==> src/rtl/sel_encoder.sv <==
// Lowest-set-bit request encoder with a one-entry registered output stage,
// qualifier-rule checking (priority/unique/unique0) and saturating violation counters.
module sel_encoder #(
    parameter int N_REQ = 4,
    parameter int SEL_W = $clog2(N_REQ),
    parameter int MODE  = 0,
    parameter int CNT_W = 8
) (
    input  logic             clk,
    input  logic             rst_n,
    input  logic             req_valid,
    output logic             req_ready,
    input  logic [N_REQ-1:0] req,
    output logic             sel_valid,
    input  logic             sel_ready,
    output logic [SEL_W-1:0] sel,
    output logic             sel_none,
    output logic             err_multi,
    output logic             err_none,
    input  logic             clr_cnt,
    output logic [CNT_W-1:0] multi_cnt,
    output logic [CNT_W-1:0] none_cnt
);

    typedef enum logic {EMPTY, FULL} state_t;

    state_t           state;
    logic             accept;
    logic             pop;
    logic             is_multi;
    logic             is_none;
    logic             hit_multi;
    logic             hit_none;
    logic             found;
    logic [SEL_W-1:0] enc;
    logic [N_REQ-1:0] req_m1;

    assign sel_valid = (state == FULL);
    assign req_ready = (state == EMPTY) || sel_ready;
    assign accept    = req_valid && req_ready;
    assign pop       = sel_valid && sel_ready;

    // Clearing the lowest set bit leaves something behind only if two or more were set.
    assign req_m1    = req - N_REQ'(1);
    assign is_none   = (req == '0);
    assign is_multi  = ((req & req_m1) != '0);
    assign hit_multi = is_multi && (MODE != 0);
    assign hit_none  = is_none && (MODE != 2);

    always_comb begin
        enc   = '0;
        found = 1'b0;
        for (int unsigned i = 0; i < N_REQ; i++) begin
            if (req[i] && !found) begin
                enc   = SEL_W'(i);
                found = 1'b1;
            end
        end
    end

    always_ff @(posedge clk or negedge rst_n) begin
        if (!rst_n) begin
            state     <= EMPTY;
            sel       <= '0;
            sel_none  <= 1'b0;
            err_multi <= 1'b0;
            err_none  <= 1'b0;
            multi_cnt <= '0;
            none_cnt  <= '0;
        end else begin
            case (state)
                EMPTY:   if (accept) state <= FULL;
                FULL:    if (pop && !accept) state <= EMPTY;
                default: state <= EMPTY;
            endcase

            if (accept) begin
                sel      <= enc;
                sel_none <= is_none;
            end

            err_multi <= accept && hit_multi;
            err_none  <= accept && hit_none;

            if (clr_cnt)
                multi_cnt <= '0;
            else if (accept && hit_multi && (multi_cnt != '1))
                multi_cnt <= multi_cnt + CNT_W'(1);

            if (clr_cnt)
                none_cnt <= '0;
            else if (accept && hit_none && (none_cnt != '1))
                none_cnt <= none_cnt + CNT_W'(1);
        end
    end

endmodule

==> config.mk <==
export PLATFORM = sky130hd
export DESIGN_NAME = sel_encoder
export DESIGN_NICKNAME = d
export VERILOG_FILES = /design/src/rtl/sel_encoder.sv
export SDC_FILE = /design/constraint.sdc
export NUM_CORES = 1
export LEC_CHECK = 0
export ABC_AREA = 1
export CAP_MARGIN = 20
export CELL_PAD_IN_SITES_DETAIL_PLACEMENT = 2
export CELL_PAD_IN_SITES_GLOBAL_PLACEMENT = 2
export CORE_ASPECT_RATIO = 1.2
export CORE_MARGIN = 2
export CORE_UTILIZATION = 20
export DETAILED_ROUTE_END_ITERATION = 16
export PLACE_DENSITY = 0.68
export SYNTH_ARGS = -nofsm -noshare
export SYNTH_HDL_FRONTEND = slang
export SYNTH_SLANG_ARGS = --single-unit
==> constraint.sdc <==
create_clock -name clk -period 1.25 [get_ports clk]
set_input_delay 0.25 -clock clk [delete_from_list [all_inputs] [get_ports clk]]
set_output_delay 0.25 -clock clk [all_outputs]
set_load 0.02 [all_outputs]
Word-level counts from Yosys, hierarchy flattened
Cells that the tools add are included.
- reductions and logical operators: 15
- multiplexer cells: 11
- bitwise gates (word level): 1
- add/sub/neg operators: 1
- equality and inequality tests: 1
- operators with widths (kind ; number):
    two-way mux 8 bit ; 2
    adder 8 x 1 -> 8 bit, second input constant ; 1
    logical AND 1 bit ; 8
    inequality test 8 bit, second input constant ; 1
    two-way mux 1 bit ; 6
    logical NOT 1 bit ; 4
    logical NOT 4 bit ; 1
    two-way mux 2 bit ; 2
    case mux 1 bit (2 select lines) ; 1
    nonzero test 2 bit ; 1
    logical OR 1 bit ; 1
    NOT 1 bit ; 1
- output and inout bits: 23
- bits in registers: 13

Depth between registers and ports, before layout
Gate-level depths: netlist (run 1).
- depth after elaboration: 10
- gate-level depth with buffers: 8
- depth with buffers taken out: 8

Least setup slack after synthesis (run 1)
Ideal clock, no wire load.
- path type: reg-to-reg
- start point: reg none_cnt[1]
- end point: reg none_cnt[3]
- setup slack: -0.107 ns
- setup time: 0.117 ns
- data arrival time: 1.240 ns
- stages on the path, launching flop included: 9
- cells stage by stage: dfrtp_1 -> ha_1 -> nand2_2 -> nor2_1 -> nand2_1 -> nand2_4 -> nand2_4 -> nand2_1 -> nand2_1
- word-level cells in the longest chain between the ends: 3
- elaborated cells on any way between the ends: 6
- ends and longest elaborated chain (element ; RTL line ; RTL):
    from (decl) ; 22 ; output logic [CNT_W-1:0] none_cnt
    from (signal assigned) ; 93 ; none_cnt <= none_cnt + CNT_W'(1);
    adder 8 x 1 -> 8 bit / inequality test 8 bit (equally long branches) ; 93, 92 ;
    two-way mux 8 bit / logical AND 1 bit (equally long branches) ; 92 ; else if (accept && hit_none && (none_cnt != '1))
    two-way mux 8 bit / nonzero test 2 bit (equally long branches) ; n/a ;
Parallel ways exist; a longest one is shown, timed or not. The select of a mux whose other input is x is not followed.
A chain may end at the register's enable or synchronous reset.

Final worst setup path (run 1)
- start point: reg none_cnt[0]
- end point: reg none_cnt[4]
Same word-level chain as after synthesis.

==> flow_metrics.env, run 1 <==
export IMPL_drtPass1Iterations=3
export IMPL_path_buf_inv=2
export IMPL_mostFrequentLayoutCells="nand2_1 (18), buf_4 (18), nand3_1 (12)"
export IMPL_hold_path_class="in -> reg"
export IMPL_dieWidth_um=62.3
export IMPL_finalPower_w=0.00103
export IMPL_rows=25
export IMPL_fillers=476
export IMPL_hpwl_um=2170
export IMPL_fp_dieH_um=73.9
export IMPL_status="complete, but fails checks"
export IMPL_rsz0062_at_grt="yes"
export IMPL_drive_above_1_share_pct=37.3
export IMPL_hold_violations=0
export IMPL_p_per_area_mw_per_mm2=750
export IMPL_slew_viol_final=0
export IMPL_max_freq_ghz=0.790
export IMPL_viasPerCell=4.18
export IMPL_cp_cell_sequence="ha_4 -> nand2_4 -> buf_6 -> inv_4 -> nand2_4 -> nand2_2 -> nor2_2 -> nand2_1 -> nand2_1"
export IMPL_synth_largest_area_cell="dfrtp_1"
export IMPL_critPathMaxStageDelay_ns=0.44
export IMPL_clk_pin_slew_ns=0.06
export IMPL_path_class="reg -> reg"
export IMPL_crit_fanout=4
export IMPL_die_area_mm2=0.00460
export IMPL_synth_area_um2=815
export IMPL_start_util_pct=20.8
export IMPL_seq_area_frac_synth_pct=39.9
export IMPL_antenna_found_initial=0
export IMPL_synth_top_area_share_pct=39.9
export IMPL_yosys_register_bits=13
export IMPL_crit_slowest_cell="dfrtp_2"
export IMPL_antennaDiodeCount=0
export IMPL_clk_path_buf_depth=2
export IMPL_holdWs_ns=0.245
export IMPL_insertion_delay_ns=0.25
export IMPL_grt_pass1_wl_um=4930
export IMPL_avgRoutedWirePerCell_um=14.2
export IMPL_cp_arrival_ns=1.46
export IMPL_htreeDepth=1
export IMPL_fin_cells=204
export IMPL_violations="negative setup slack"
export IMPL_cts_buffers=3
export IMPL_core_area_mm2=0.00391
export IMPL_grt_max_degree=14
export IMPL_top_level_ports=32
export IMPL_clock_skew_ns=0.00198
export IMPL_synth_cell_types=19
export IMPL_cpLargestDelayFamily="flip-flops"
export IMPL_overflow=0
export IMPL_fin_crit_ns=1.27
export IMPL_num_vias=852
export IMPL_drt_total_wl_um=2900
export IMPL_place_inst=197
export IMPL_pre_cts_slack_ns=-0.423
export IMPL_ir_drop_mv=0.259
export IMPL_ant_nets=0
export IMPL_worstRegToRegCells=9
export IMPL_drt_iter0_drc=16
export IMPL_port_buffer_count=22
export IMPL_grt_pass1_vias=1034
export IMPL_r2r_setup_slack_ns=-0.02
export IMPL_cp_end_kind="flop"
export IMPL_finalSetupViolCount=2
export IMPL_required_ns=1.44
export IMPL_yosys_warnings=0
export IMPL_hold_depth=2
export IMPL_r2r_start="none_cnt[0]"
export IMPL_synth_top_cells_by_area="dfrtp_1 (40%), nand2_1 (11%), buf_4 (9.2%)"
export IMPL_drc=0
export IMPL_syn_area_per_cell_um2=7.76
export IMPL_p_leak_nw=0.762
export IMPL_synthCells=105
export IMPL_area_growth_pct=68.4
export IMPL_reg2reg_to="none_cnt[4]"
export IMPL_cap_violations=0
export IMPL_period_share_pct=101
export IMPL_track_usage_pct=14.0
export IMPL_nets=161
export IMPL_cts_root_buf="clkbuf_8"
export IMPL_cts_sinks=13
export IMPL_cts_tree="yes"
export IMPL_startpoint_type="flop"
export IMPL_min_to="sel[0]"
export IMPL_place_gp_congestion=0.788
export IMPL_hold_start="req[0]"
export IMPL_setup_ws_ns=-0.0165
## routing by layer
metal	track usage [%]	part of all wire [%]	wire length, um
met1	13.4	35	1030
met2	29.6	60	1740
met3	1.68	2.6	75
met4	6.67	2.1	61
met5	0	0	0
## through the flow
stage                     utilization (%)  instance area [um2]  setup TNS, ns
final                                35.1                 1370        -0.0284
after global routing                 35.1                 1370         -0.369
after CTS                            34.0                 1330        -0.0239
after detailed placement             30.9                 1210          -3.44
after global placement               30.9                 1210          -2.71
after floorplan                         -                  860              0
## flip-flops by register name, indices dropped and copies added (netlist names)
register   flops
sel            2
none_cnt       8
sel_none       1
sel_valid      1
err_none       1
## final cells by class
cell class	instances	area (um2)	share of cell area (%)
repair buffers	42	363	26.5
well taps	54	67.6	4.93
flip-flops and latches	13	328	23.9
inverters	11	48.8	3.56
multi-input cells	80	519	37.9
clock buffers	4	45.0	3.28
## worst max-delay path by stage
stage	start	end	slack (ns)	cells after the start
2_1_floorplan	none_cnt[0]	none_cnt[3]	0.01	8
3_3_place_gp	sel_ready	req_ready	-0.39	4
3_5_place_dp	sel_ready	req_ready	-0.42	4
4_1_cts	sel_valid	none_cnt[6]	-0.02	9
5_1_grt	none_cnt[0]	none_cnt[4]	-0.1	9
6_report	none_cnt[0]	none_cnt[4]	-0.02	9
## logic make-up (layout without fill, tap and decap cells)
kind of cell	Yosys count	after routing	share of synthesized area, %
compound gates	11	11	7.68
xor+xnor	1	1	1.08
fa+ha+maj	1	1	1.54
buf+inv	21	57	14.6
flops	13	13	39.9
other cells	1	9	0.460
simple gates	57	58	34.7
## repair_timing
item | in CTS | in global routing
hold endpoints to repair | 0 | 0
resized for setup | 37 | 19
hold buffers | 0 | 0
setup buffers | 3 | 0
pin swaps | 10 | 12
setup endpoints to repair | 21 | 12
cloned | 1 | 0
## cell usage after synthesis
cell	count
dfrtp_1	13
ha_1	1
nand2_1	23
xor2_1	1
nor2_8	1
nor3_1	1
conb_1	1
inv_4	1
o21ai_0	5
o31ai_1	1
nand2_2	3
o21bai_1	2
nand3_1	15
buf_4	10
nor2_1	10
nand2_4	3
inv_1	10
nor2_2	1
a21oi_1	3
## where the power goes
part	internal, W	switching, W
Combinational	0.0000727	0.000113
Sequential	0.000433	0.00000766
Clock	0.000226	0.000176
Total	0.000732	0.000297
Power figures use the tool's default switching activity.
==> run 2: changes to the inputs <==
Settings changed: CAP_MARGIN 20 to unset.
==> results of run 2 <==
Final layout, timing and power as in run 1 (identical DEF).
==> run 3: changes to the inputs <==
Settings changed: GPL_TIMING_DRIVEN set to 0.
==> flow_metrics.env, run 3 (synthesis results as in run 1) <==
export IMPL_overflow=0
export IMPL_reg_top3="none_cnt x8, sel x2"
export IMPL_path_class="reg -> reg"
export IMPL_htreeDepth=1
export IMPL_clk_pin_slew_ns=0.06
export IMPL_viasPerCell=4.20
export IMPL_busiest_layer="met2"
export IMPL_grt_use_met3_pct=1.99
export IMPL_die_area_mm2=0.00460
export IMPL_period_share_pct=99.8
export IMPL_worst_pin_slew_ns=0.660
export IMPL_drive_above_1_share_pct=39.5
export IMPL_dieWidth_um=62.3
export IMPL_slew_viol_final=0
export IMPL_track_usage_pct=12.3
export IMPL_insertion_delay_ns=0.25
export IMPL_start_util_pct=20.8
export IMPL_hold_path_class="in -> reg"
export IMPL_drt_iter0_drc=25
export IMPL_largest_reg_flops=8
export IMPL_path_common_cell="nand2_4"
export IMPL_largest_register="none_cnt"
export IMPL_grt_pass1_vias=890
export IMPL_ir_drop_mv=0.237
export IMPL_fp_dieH_um=73.9
export IMPL_cp_cell_sequence="ha_4 -> nand2_4 -> nor2_4 -> nand2_4 -> nand2_8 -> inv_6 -> nand3_2 -> nand2_1"
export IMPL_fin_cells=201
export IMPL_core_area_mm2=0.00391
export IMPL_finalSetupViolCount=0
export IMPL_crit_fanout=5
export IMPL_rows=25
export IMPL_rsz0062_at_grt="yes"
export IMPL_cts_tree="yes"
export IMPL_cp_end_kind="flop"
export IMPL_area_growth_pct=63.0
export IMPL_holdWs_ns=0.270
export IMPL_place_gp_congestion=0.778
export IMPL_slew_limit_headroom_pct=55.8
export IMPL_clock_skew_ns=0.00419
export IMPL_clk_path_buf_depth=2
export IMPL_grt_max_degree=14
export IMPL_drt_total_wl_um=2720
export IMPL_cts_sinks=13
export IMPL_cp_arrival_ns=1.43
export IMPL_cap_violations=0
export IMPL_grt_util_met2_pct=25.1
export IMPL_avgRoutedWirePerCell_um=13.5
export IMPL_p_leak_nw=0.705
export IMPL_num_vias=844
export IMPL_grt_use_met1_pct=12.4
export IMPL_ant_nets=0
export IMPL_max_freq_ghz=0.802
export IMPL_grt_pass1_wl_um=4300
export IMPL_status="finished clean"
export IMPL_top_level_ports=32
export IMPL_drc=0
export IMPL_required_ns=1.43
export IMPL_port_buffer_count=22
export IMPL_antennaDiodeCount=0
export IMPL_hold_violations=0
export IMPL_mostFrequentLayoutCells="nand2_1 (18), buf_4 (18), inv_1 (10), nand3_1 (10), conb_1 (9)"
export IMPL_crit_slowest_cell="dfrtp_2"
export IMPL_tns_ns=0
export IMPL_startpoint_type="flop"
export IMPL_cts_buffers=3
export IMPL_p_per_area_mw_per_mm2=770
export IMPL_drtPass1Iterations=3
export IMPL_place_inst=189
export IMPL_critPathMaxStageDelay_ns=0.44
export IMPL_cts_root_buf="clkbuf_8"
export IMPL_nets=158
export IMPL_antenna_found_initial=0
export IMPL_fin_crit_ns=1.25
export IMPL_hpwl_um=1920
## run 3: area by class of cell
class | instances | area [um2]
Fill cell | 462 | 2580
Multi-Input combinational cell | 80 | 495
Tap cell | 54 | 67.6
Inverter | 11 | 46.3
Clock buffer | 4 | 45.0
Timing Repair Buffer | 29 | 267
Buffer | 10 | 75.1
Sequential cell | 13 | 332
## run 3: path summary, 6_finish.rpt
kind	from	endpoint	slack, ns	depth (start not counted)
min in group asynchronous	rst_n	sel_valid	0.40	1
worst max register to register	none_cnt[1]	none_cnt[1]	0.003	8
worst min-delay path	req[0]	sel[0]	0.27	2
worst min register to register	sel_none	sel_none	0.50	2
max in group asynchronous	rst_n	none_cnt[6]	0.38	1
worst max-delay path	none_cnt[1]	none_cnt[1]	0.003	8
## run 3: per-stage QoR
| stage | area (um2) | total power [W] | utilization, % | setup slack (ns) |
|---|---|---|---|---|
| after floorplan | 860 | 0.000553 | - | 0.0110 |
| after global placement | 1150 | 0.000632 | 29.3 | -0.443 |
| after detailed placement | 1150 | 0.000637 | 29.3 | -0.484 |
| after CTS | 1250 | 0.00103 | 32.1 | -0.0219 |
| after global routing | 1330 | 0.00109 | 34.0 | -0.0616 |
| final | 1330 | 0.00102 | 34.0 | 0.00275 |
## run 3: per-layer routing
layer | wire length [um] | up-vias | part of all wire (%)
met2 | 1600 | 18 | 59
met5 | 0 | - | 0
li1 | - | 401 | -
met3 | 79 | 4 | 2.9
met4 | 38 | 0 | 1.4
met1 | 1010 | 421 | 37
## run 3: critical path: cells and delay by family (launching register included)
kind	cells	cell delay (ns)
adders and majority gates	1	0.18
buffers and inverters	1	0.08
DFF	1	0.44
and+or+nand+nor	6	0.46
## run 3: repair_timing
item / in CTS / in global routing
hold buffers: 0 / 0
cloned: 1 / 0
setup buffers: 3 / 4
pin swaps: 6 / 7
endpoints found under the setup margin: 21 / 16
resized for setup: 42 / 22
## run 3: where the power goes
group / total [W] / switching [W] / internal, W
combinational: 0.000186 / 0.000111 / 0.0000751
clock: 0.000395 / 0.000169 / 0.000226
sequential: 0.000441 / 0.00000815 / 0.000433
total: 0.00102 / 0.000289 / 0.000734
